<file path="config.mk">
export PLATFORM = sky130hd
export DESIGN_NAME = irq_controller
export DESIGN_NICKNAME = d
export VERILOG_FILES = /design/src/rtl/irq_controller.sv
export SDC_FILE = /design/constraint.sdc
export NUM_CORES = 1
export LEC_CHECK = 0
export ABC_AREA = 1
export CAP_MARGIN = 15
export CELL_PAD_IN_SITES_DETAIL_PLACEMENT = 1
export CELL_PAD_IN_SITES_GLOBAL_PLACEMENT = 2
export CORE_ASPECT_RATIO = 2
export CORE_UTILIZATION = 26
export CTS_CLUSTER_DIAMETER = 40
export DETAILED_ROUTE_END_ITERATION = 12
export GPL_ROUTABILITY_DRIVEN = 0
export HOLD_SLACK_MARGIN = 0.06
export PLACE_DENSITY_LB_ADDON = 0.1
export REMOVE_ABC_BUFFERS = 1
export SYNTH_ARGS = -nofsm -noshare
export SYNTH_HDL_FRONTEND = slang
export SYNTH_SLANG_ARGS = --single-unit
</file>
<file path="constraint.sdc">
create_clock -name CLK -period 3.9 [get_ports CLK]
set_clock_uncertainty 0.1 [all_clocks]
set_input_delay 0.78 -clock CLK [delete_from_list [all_inputs] [get_ports CLK]]
set_output_delay 0.78 -clock CLK [all_outputs]
set_load 0.02 [all_outputs]
</file>
<file path="src/rtl/irq_controller.sv">
// -----------------------------------------------------------------------------
// irq_controller
//   Fixed-priority interrupt controller driving a CPU through a
//   CALL -> JUMP -> SERVICE sequence.
//   - Edge channels latch a rising edge into pending until dispatch clears them.
//   - Level channels mirror the registered input.
//   - Masked channels still show as pending but are never selected.
//   - Bit 0 has the highest priority. There is no nesting: a new dispatch can
//     only start after RETI returns the FSM to IDLE.
//
// Ports
//   CLK         clock; all state updates on the rising edge
//   RST         asynchronous active-low reset
//   interrupts  [N_IRQ]  raw interrupt requests
//   irq_mask    [N_IRQ]  1 = channel blocked from dispatch
//   edge_mode   [N_IRQ]  1 = rising-edge latched, 0 = level
//   int_en      global dispatch enable
//   RETI        one-cycle end-of-handler pulse from the core
//   Addr        [ADDR_W] vector address during CALL/JUMP, 0 otherwise
//   Call        core should push its return address
//   INTjmp      core should jump to Addr
//   intSTOP     stall core fetch during the dispatch sequence
//   pending     [N_IRQ]  pending vector, for status readout
// -----------------------------------------------------------------------------
module irq_controller #(
  parameter int                N_IRQ       = 8,
  parameter int                ADDR_W      = 16,
  parameter logic [ADDR_W-1:0] VEC_BASE    = ADDR_W'(16'h00F8),
  parameter int                CALL_CYCLES = 2
) (
  input  logic              CLK,
  input  logic              RST,
  input  logic [N_IRQ-1:0]  interrupts,
  input  logic [N_IRQ-1:0]  irq_mask,
  input  logic [N_IRQ-1:0]  edge_mode,
  input  logic              int_en,
  input  logic              RETI,
  output logic [ADDR_W-1:0] Addr,
  output logic              Call,
  output logic              INTjmp,
  output logic              intSTOP,
  output logic [N_IRQ-1:0]  pending
);

  localparam int IDX_W = (N_IRQ > 1) ? $clog2(N_IRQ) : 1;

  // CALL lasts CALL_CYCLES cycles; the counter runs 0 .. CALL_CYCLES-1.
  localparam logic [1:0] CNT_LAST = 2'(CALL_CYCLES - 1);

  localparam logic [1:0] S_IDLE    = 2'd0;
  localparam logic [1:0] S_CALL    = 2'd1;
  localparam logic [1:0] S_JUMP    = 2'd2;
  localparam logic [1:0] S_SERVICE = 2'd3;

  logic [1:0]       state, state_nxt;
  logic [1:0]       cnt, cnt_nxt;
  logic [IDX_W-1:0] idx, idx_nxt;
  logic [N_IRQ-1:0] irq_prev;
  logic [N_IRQ-1:0] rise;
  logic [N_IRQ-1:0] clr;
  logic [N_IRQ-1:0] selectable;
  logic [N_IRQ-1:0] pending_nxt;
  logic [IDX_W-1:0] winner;

  assign rise       = interrupts & ~irq_prev;
  assign selectable = pending & ~irq_mask;

  // Fixed priority: scanning from the top down lets the lowest index win.
  always_comb begin
    // NOTE: every always_comb output gets a default first so no latch is inferred.
    winner = '0;
    for (int i = N_IRQ - 1; i >= 0; i--) begin
      if (selectable[i]) winner = IDX_W'(i);
    end
  end

  always_comb begin
    state_nxt = state;
    cnt_nxt   = cnt;
    idx_nxt   = idx;
    case (state)
      S_IDLE: begin
        if (int_en && (|selectable)) begin
          state_nxt = S_CALL;
          idx_nxt   = winner;
          cnt_nxt   = '0;
        end
      end
      S_CALL: begin
        if (cnt == CNT_LAST) state_nxt = S_JUMP;
        else                 cnt_nxt   = cnt + 2'd1;
      end
      S_JUMP:    state_nxt = S_SERVICE;
      S_SERVICE: if (RETI) state_nxt = S_IDLE;
      default:   state_nxt = S_IDLE;
    endcase
  end

  // The dispatched channel's edge latch is released as JUMP hands over to
  // SERVICE. The rise term is OR-ed in afterwards, so an edge arriving on
  // that very cycle keeps the bit set.
  always_comb begin
    clr = '0;
    for (int i = 0; i < N_IRQ; i++) begin
      clr[i] = (state == S_JUMP) && (idx == IDX_W'(i));
    end
    pending_nxt = (edge_mode & ((pending & ~clr) | rise))
                | (~edge_mode & interrupts);
  end

  // Outputs are decoded from the next state and then registered. Each output
  // therefore lines up with the state it describes, and no input reaches an
  // output through combinational logic alone.
  always_ff @(posedge CLK or negedge RST) begin
    if (!RST) begin
      state    <= S_IDLE;
      cnt      <= '0;
      idx      <= '0;
      irq_prev <= '0;
      pending  <= '0;
      Call     <= 1'b0;
      INTjmp   <= 1'b0;
      intSTOP  <= 1'b0;
      Addr     <= '0;
    end else begin
      // NOTE: sequential state uses non-blocking assignments so every register
      // samples pre-edge values regardless of statement order.
      state    <= state_nxt;
      cnt      <= cnt_nxt;
      idx      <= idx_nxt;
      irq_prev <= interrupts;
      pending  <= pending_nxt;
      Call     <= (state_nxt == S_CALL);
      INTjmp   <= (state_nxt == S_JUMP);
      intSTOP  <= (state_nxt == S_CALL) || (state_nxt == S_JUMP);
      Addr     <= ((state_nxt == S_CALL) || (state_nxt == S_JUMP))
                  ? VEC_BASE + ADDR_W'(idx_nxt) : '0;
    end
  end

endmodule

</file>
# Word-level counts from Yosys, hierarchy flattened
# Cells that the tools add are included.
[totals] ff_bits=35 in_bits=28 output_inout_bits=27 elab_cells=70
[op_classes] addsub=2 eq_ne=15 muxes=18 n_bitwise=11 reduce_logical=15
[ops] operator="bitwise AND 8 bit" count=5
[ops] operator="inverter 8 bit" count=4
[ops] operator="2-to-1 mux 3 bit" count=10
[ops] operator="OR 8 bit" count=2
[ops] operator="equality test 3 bit (second input constant)" count=4
[ops] operator="2-to-1 mux 2 bit" count=5
[ops] operator="adder 8 x 3 -> 9 bit (first input constant)" count=1
[ops] operator="logical AND 1 bit" count=9
[ops] operator="2-to-1 mux 9 bit" count=1
[ops] operator="one-hot mux 2 bit (4 select lines)" count=1
[ops] operator="OR reduction 8 bit" count=1
[ops] operator="equality test 2 x 1 -> 1 bit (second input constant)" count=3
[ops] operator="equality test 2 bit (second input constant)" count=3
[ops] operator="equality test 3 x 2 -> 1 bit (second input constant)" count=2
[ops] operator="!= test 2 bit (second input constant)" count=2
[ops] operator="one-hot mux 2 bit (2 select lines)" count=1
[ops] operator="equality test 3 x 1 -> 1 bit (second input constant)" count=1
[ops] operator="logical NOT 3 bit" count=1
[ops] operator="AND reduction 3 bit" count=1
[ops] operator="adder 2 x 1 -> 2 bit (second input constant)" count=1
[ops] operator="logical NOT 2 bit" count=1
[ops] operator="nonzero test 2 bit" count=1
[ops] operator="logical OR 1 bit" count=1

# Longest topological paths before layout
[logic_depth] word_depth=14 mapped_depth=10 ltp_nobuf=10

# Least setup slack after synthesis
# Ideal clock, no wire load.
[synth_timing] kind="input to register" from="input port int_en" to="register Addr[2]" setup_time_ps=119 arrival_ps=1822 required_ps=3681 path_slack_ps=1859 stages=8 n_path_buf=0 cell_sequence="inv_1 -> nor3_4 -> o21ai_4 -> o211ai_4 -> nor2_2 -> ha_1 -> inv_1 -> and2_1"
[synth_between] elab_chain_len=6 word_cells_on_any_way=10 classes_between="add/sub: 1; eq/ne: 2; mux: 5; reduce/logical: 2"
[synth_lines] element="from (decl)" line_no="36" source="input logic int_en,"
[synth_lines] element="logical AND 1 bit (*)" line_no="83" source="if (int_en && (|selectable)) begin"
[synth_lines] element="branches (longest 4 deep; another with adder 8 x 3 -> 9 bit)"
[synth_lines] element="2-to-1 mux 9 bit (*)" line_no="137" source="? VEC_BASE + ADDR_W'(idx_nxt) : '0;"
[synth_lines] element="to (signal assigned)" line_no="136" source="Addr <= ((state_nxt == S_CALL) || (state_nxt == S_JUMP))"
[synth_lines] element="to (decl)" line_no="38" source="output logic [ADDR_W-1:0] Addr,"
# Every way passes the cells marked *.
# A chain may end at the register's enable or synchronous reset.

# Worst setup path in the final report
# Same ends and word-level chain as after synthesis.

==> results <==
- The beginning of the worst register-to-register path is state[0]$_DFF_PN0_.
- Entering global routing, the biggest net connects 30 pins.
- The highest ir drop seen on vdd is 264.5 uV.
- Summed over all nets, wire length on met2 after detailed routing comes to 2.165 mm.
- In this run the worst path has a maximum fanout of 6.
- The number of nets in the layout is 233.
- For the finished layout, the period the worst path requires is 2373 ps.
- The run finished with clean final reports.
- The setup check on the worst reg-to-reg path leaves a slack of 2040 ps.
- The count of hold-fix buffers inserted at cts is 0.
- The number of port buffers is 46.
- Synthesis inferred 29 register bits.
- The first global-routing pass estimated 5.927 mm of wire.
- For hold timing, the worst endpoint is pending[3]$_DFF_PN0_.
- The violation count after the first detailed-routing iteration is 10.
- The depth of the worst register-to-register path is 7.
- The highest metal layer used by the detailed router is met4.
- The die span in y is 105.5 um.
- Dividing the synthesized area by the synthesized cell count gives 9.051 um^2.
- The worst setup path is launched from an input port.
- Summed over all layers, the global routing overflow is 0.
- Once detail routing completed, the nets flagged for antenna violations numbered 0.
- Along the worst hold path, the cell count comes to 3.
- The cell chosen for the clock root is sky130_fd_sc_hd__clkbuf_8.
- The via count is 1116.
- Once detailed placement completed, the half-perimeter wirelength came to 2.966 mm.
- Derived from the worst setup path, the maximum achievable clock frequency is 421.4 MHz.
- The H-tree was split into 2 levels.
- The number of CTS-inserted buffers is 5.
- The startpoint of the most critical hold path is irq_prev[3]$_DFF_PN0_.
- The worst setup path is captured at a flop.
- The library cells used most frequently in the layout, excluding fill and tap cells, are sky130_fd_sc_hd__nand2_1 (54), sky130_fd_sc_hd__clkdlybuf4s50_1 (46), sky130_fd_sc_hd__dfrtp_1 (29).
- The first-pass iteration count of the detailed router is 4.
- The post-CTS repair timing setup buffer count is 0.
- The type of the tightest min-delay check is flop to flop.
- In this run the critical register-to-register path is captured at Addr[2]$_DFF_PN0_.
- The tool flagged a number of max-cap violations equal to 0.
- The number of gates resized after CTS was 0.
- For this block, wires on met1 add up to 1.148 mm.
- The total number of yosys warnings is 0.
- The share of the clock period used by the worst path after layout is 60.84%.
- The standard-cell row count is 37.
- The clock passes through at most 2 buffers.
- The area enclosed by the die boundary is 0.005676 mm^2.
- The TritonCTS sink count is 29.
- The number of DRC violations after detailed routing is 0.
- The floorplan step set the die width to 53.78 um.
- The number of antenna violations at the first check in global routing was 0.
- The latest clock arrival within the worst-skew pair is 280 ps.
- Setup repair after global routing left no endpoint under its margin.
- For the final routed database, the setup TNS stands at 0 ps.
- The average wire per standard cell is 13.67 um.
- Global routing used 14.66% of the available tracks.
- The repair_antennas step left the layout with diodes totalling 0.
- The number of pins exceeding their max-slew limit in the final report was 0.
- By startpoint and endpoint, the worst setup path is classified as input port to flop.
- The CTS tree is yes.
- Data arrives at the worst endpoint at 2440 ps.
- For this configuration, the core starts out at a cell density of 27.12%.
- The final hold violation count is 0.
- In this run the cell area of the synthesized design comes to 0.001394 mm^2.
- In the synthesized netlist, the number of instances is 154.
- The via density per instance is 4.292.
- The routed design uses 164 um of met3 wire.
- The synthesized netlist contains 21 unique library cells.
- For this design the static power due to leakage is 0.9403 nW.
- The top-level I/O count is 55.
- The total setup violations reported at the end of the flow is 0.
- Relative to the synthesized area, the layout overhead comes to 39.86%.
- The fraction of layout instances using a drive strength above 1 is 8.416%.
- The via count of the first global-routing pass is 1255.
- The clock-pin slew on the worst setup and hold paths is 60 ps.
- The sum of routed wire length over all layers is 3.554 mm.
- Measured on the finished design, the core utilization comes to 37.94%.
- Leaving out fill and tap cells, the most frequent cell in the layout is sky130_fd_sc_hd__nand2_1.
- The sequential-to-total area share from yosys stat is 52.06%.
- The area of the core region is 0.005139 mm^2.
- For this design the ratio of total power to cell area is 617.8 mW/mm^2.
- The required time reported for the critical path endpoint is 3970 ps.
-- critical path, cell delays in order --
cell and delay [ps]:
sky130_fd_sc_hd__clkdlybuf4s50_1 460, sky130_fd_sc_hd__inv_1 60, sky130_fd_sc_hd__nor3_4 240, sky130_fd_sc_hd__o21ai_4 160, sky130_fd_sc_hd__o211ai_4 130, sky130_fd_sc_hd__nor2_2 70
sky130_fd_sc_hd__ha_1 340, sky130_fd_sc_hd__inv_1 60, sky130_fd_sc_hd__and2_1 150
-- worst max path at each step --
stage,start,endpoint,slack (ps),cells after the start
after floorplan,int_en,Addr[2]$_DFF_PN0_,1860,8
after global placement,int_en,Addr[2]$_DFF_PN0_,1250,9
after detailed placement,int_en,Addr[2]$_DFF_PN0_,1210,9
after CTS,int_en,Addr[2]$_DFF_PN0_,1500,9
after global routing,irq_mask[6],Addr[2]$_DFF_PN0_,1400,10
final,int_en,Addr[2]$_DFF_PN0_,1530,9
-- report_power, final --
group | switching, W | total [W] | internal (W)
registers | 0.0000541 | 0.000429 | 0.000375
logic | 0.000305 | 0.000530 | 0.000226
clock network | 0.000105 | 0.000245 | 0.000140
total | 0.000464 | 0.00120 | 0.000740
-- metrics by stage --
stage	setup slack, ps	instance area (um^2)	power, W	hold WS [ps]	instances
after global routing	1404	1949	0.001297	441.3	260
after CTS	1498	1949	0.001237	393.7	260
final	1527	1949	0.001204	390.5	260
after global placement	1255	1863	0.0009724	379.6	253
after detailed placement	1206	1863	0.0009841	388.8	253
after floorplan	1859	1323	0.0007363	366.2	148
-- Yosys cell counts (all sizes together) --
cell type | instances | area, um^2
nor3 | 1 | 16.27
dfrtp | 29 | 725.7
a31oi | 1 | 6.260
nand3 | 2 | 10.01
nand2 | 56 | 215.2
o21ai | 5 | 47.54
a21boi | 1 | 11.26
and2 | 1 | 6.260
nor2 | 6 | 25.03
o211ai | 9 | 81.33
buf | 13 | 97.59
a21oi | 4 | 27.53
inv | 22 | 82.58
conb | 1 | 3.750
ha | 3 | 37.54
-- metal layers --
layer,vias up,global-route usage (%)
met3,5,3.319
met2,25,27.95
li1,550,-
met5,-,0
met4,0,6.767
met1,536,13.13
-- area by class of cell --
| class | count | area (um^2) |
|---|---|---|
| Multi-Input combinational cell | 97 | 514.2 |
| Fill cell | 594 | 3189 |
| Clock buffer | 7 | 86.33 |
| Sequential cell | 29 | 725.7 |
| Timing Repair Buffer | 47 | 467.9 |
| Inverter | 22 | 82.58 |
| Tap cell | 58 | 72.57 |
-- sequential cells by signal, summed over array words and instances, names as in the netlist --
name / count
INTjmp: 1
Call: 1
Addr: 4
pending: 8
state: 2
irq_prev: 8
idx: 3
cnt: 2
-- logic make-up after synthesis --
logic type / count (synthesis) / synth area share, %
AOI/OAI and AO/OA: 20 / 12.48
adders and majority gates: 3 / 2.693
buffers and inverters: 35 / 12.93
DFF: 29 / 52.06
other: 1 / 0.2690
and+or+nand+nor: 66 / 19.57
Note: power is estimated with default switching activity, not from simulation.
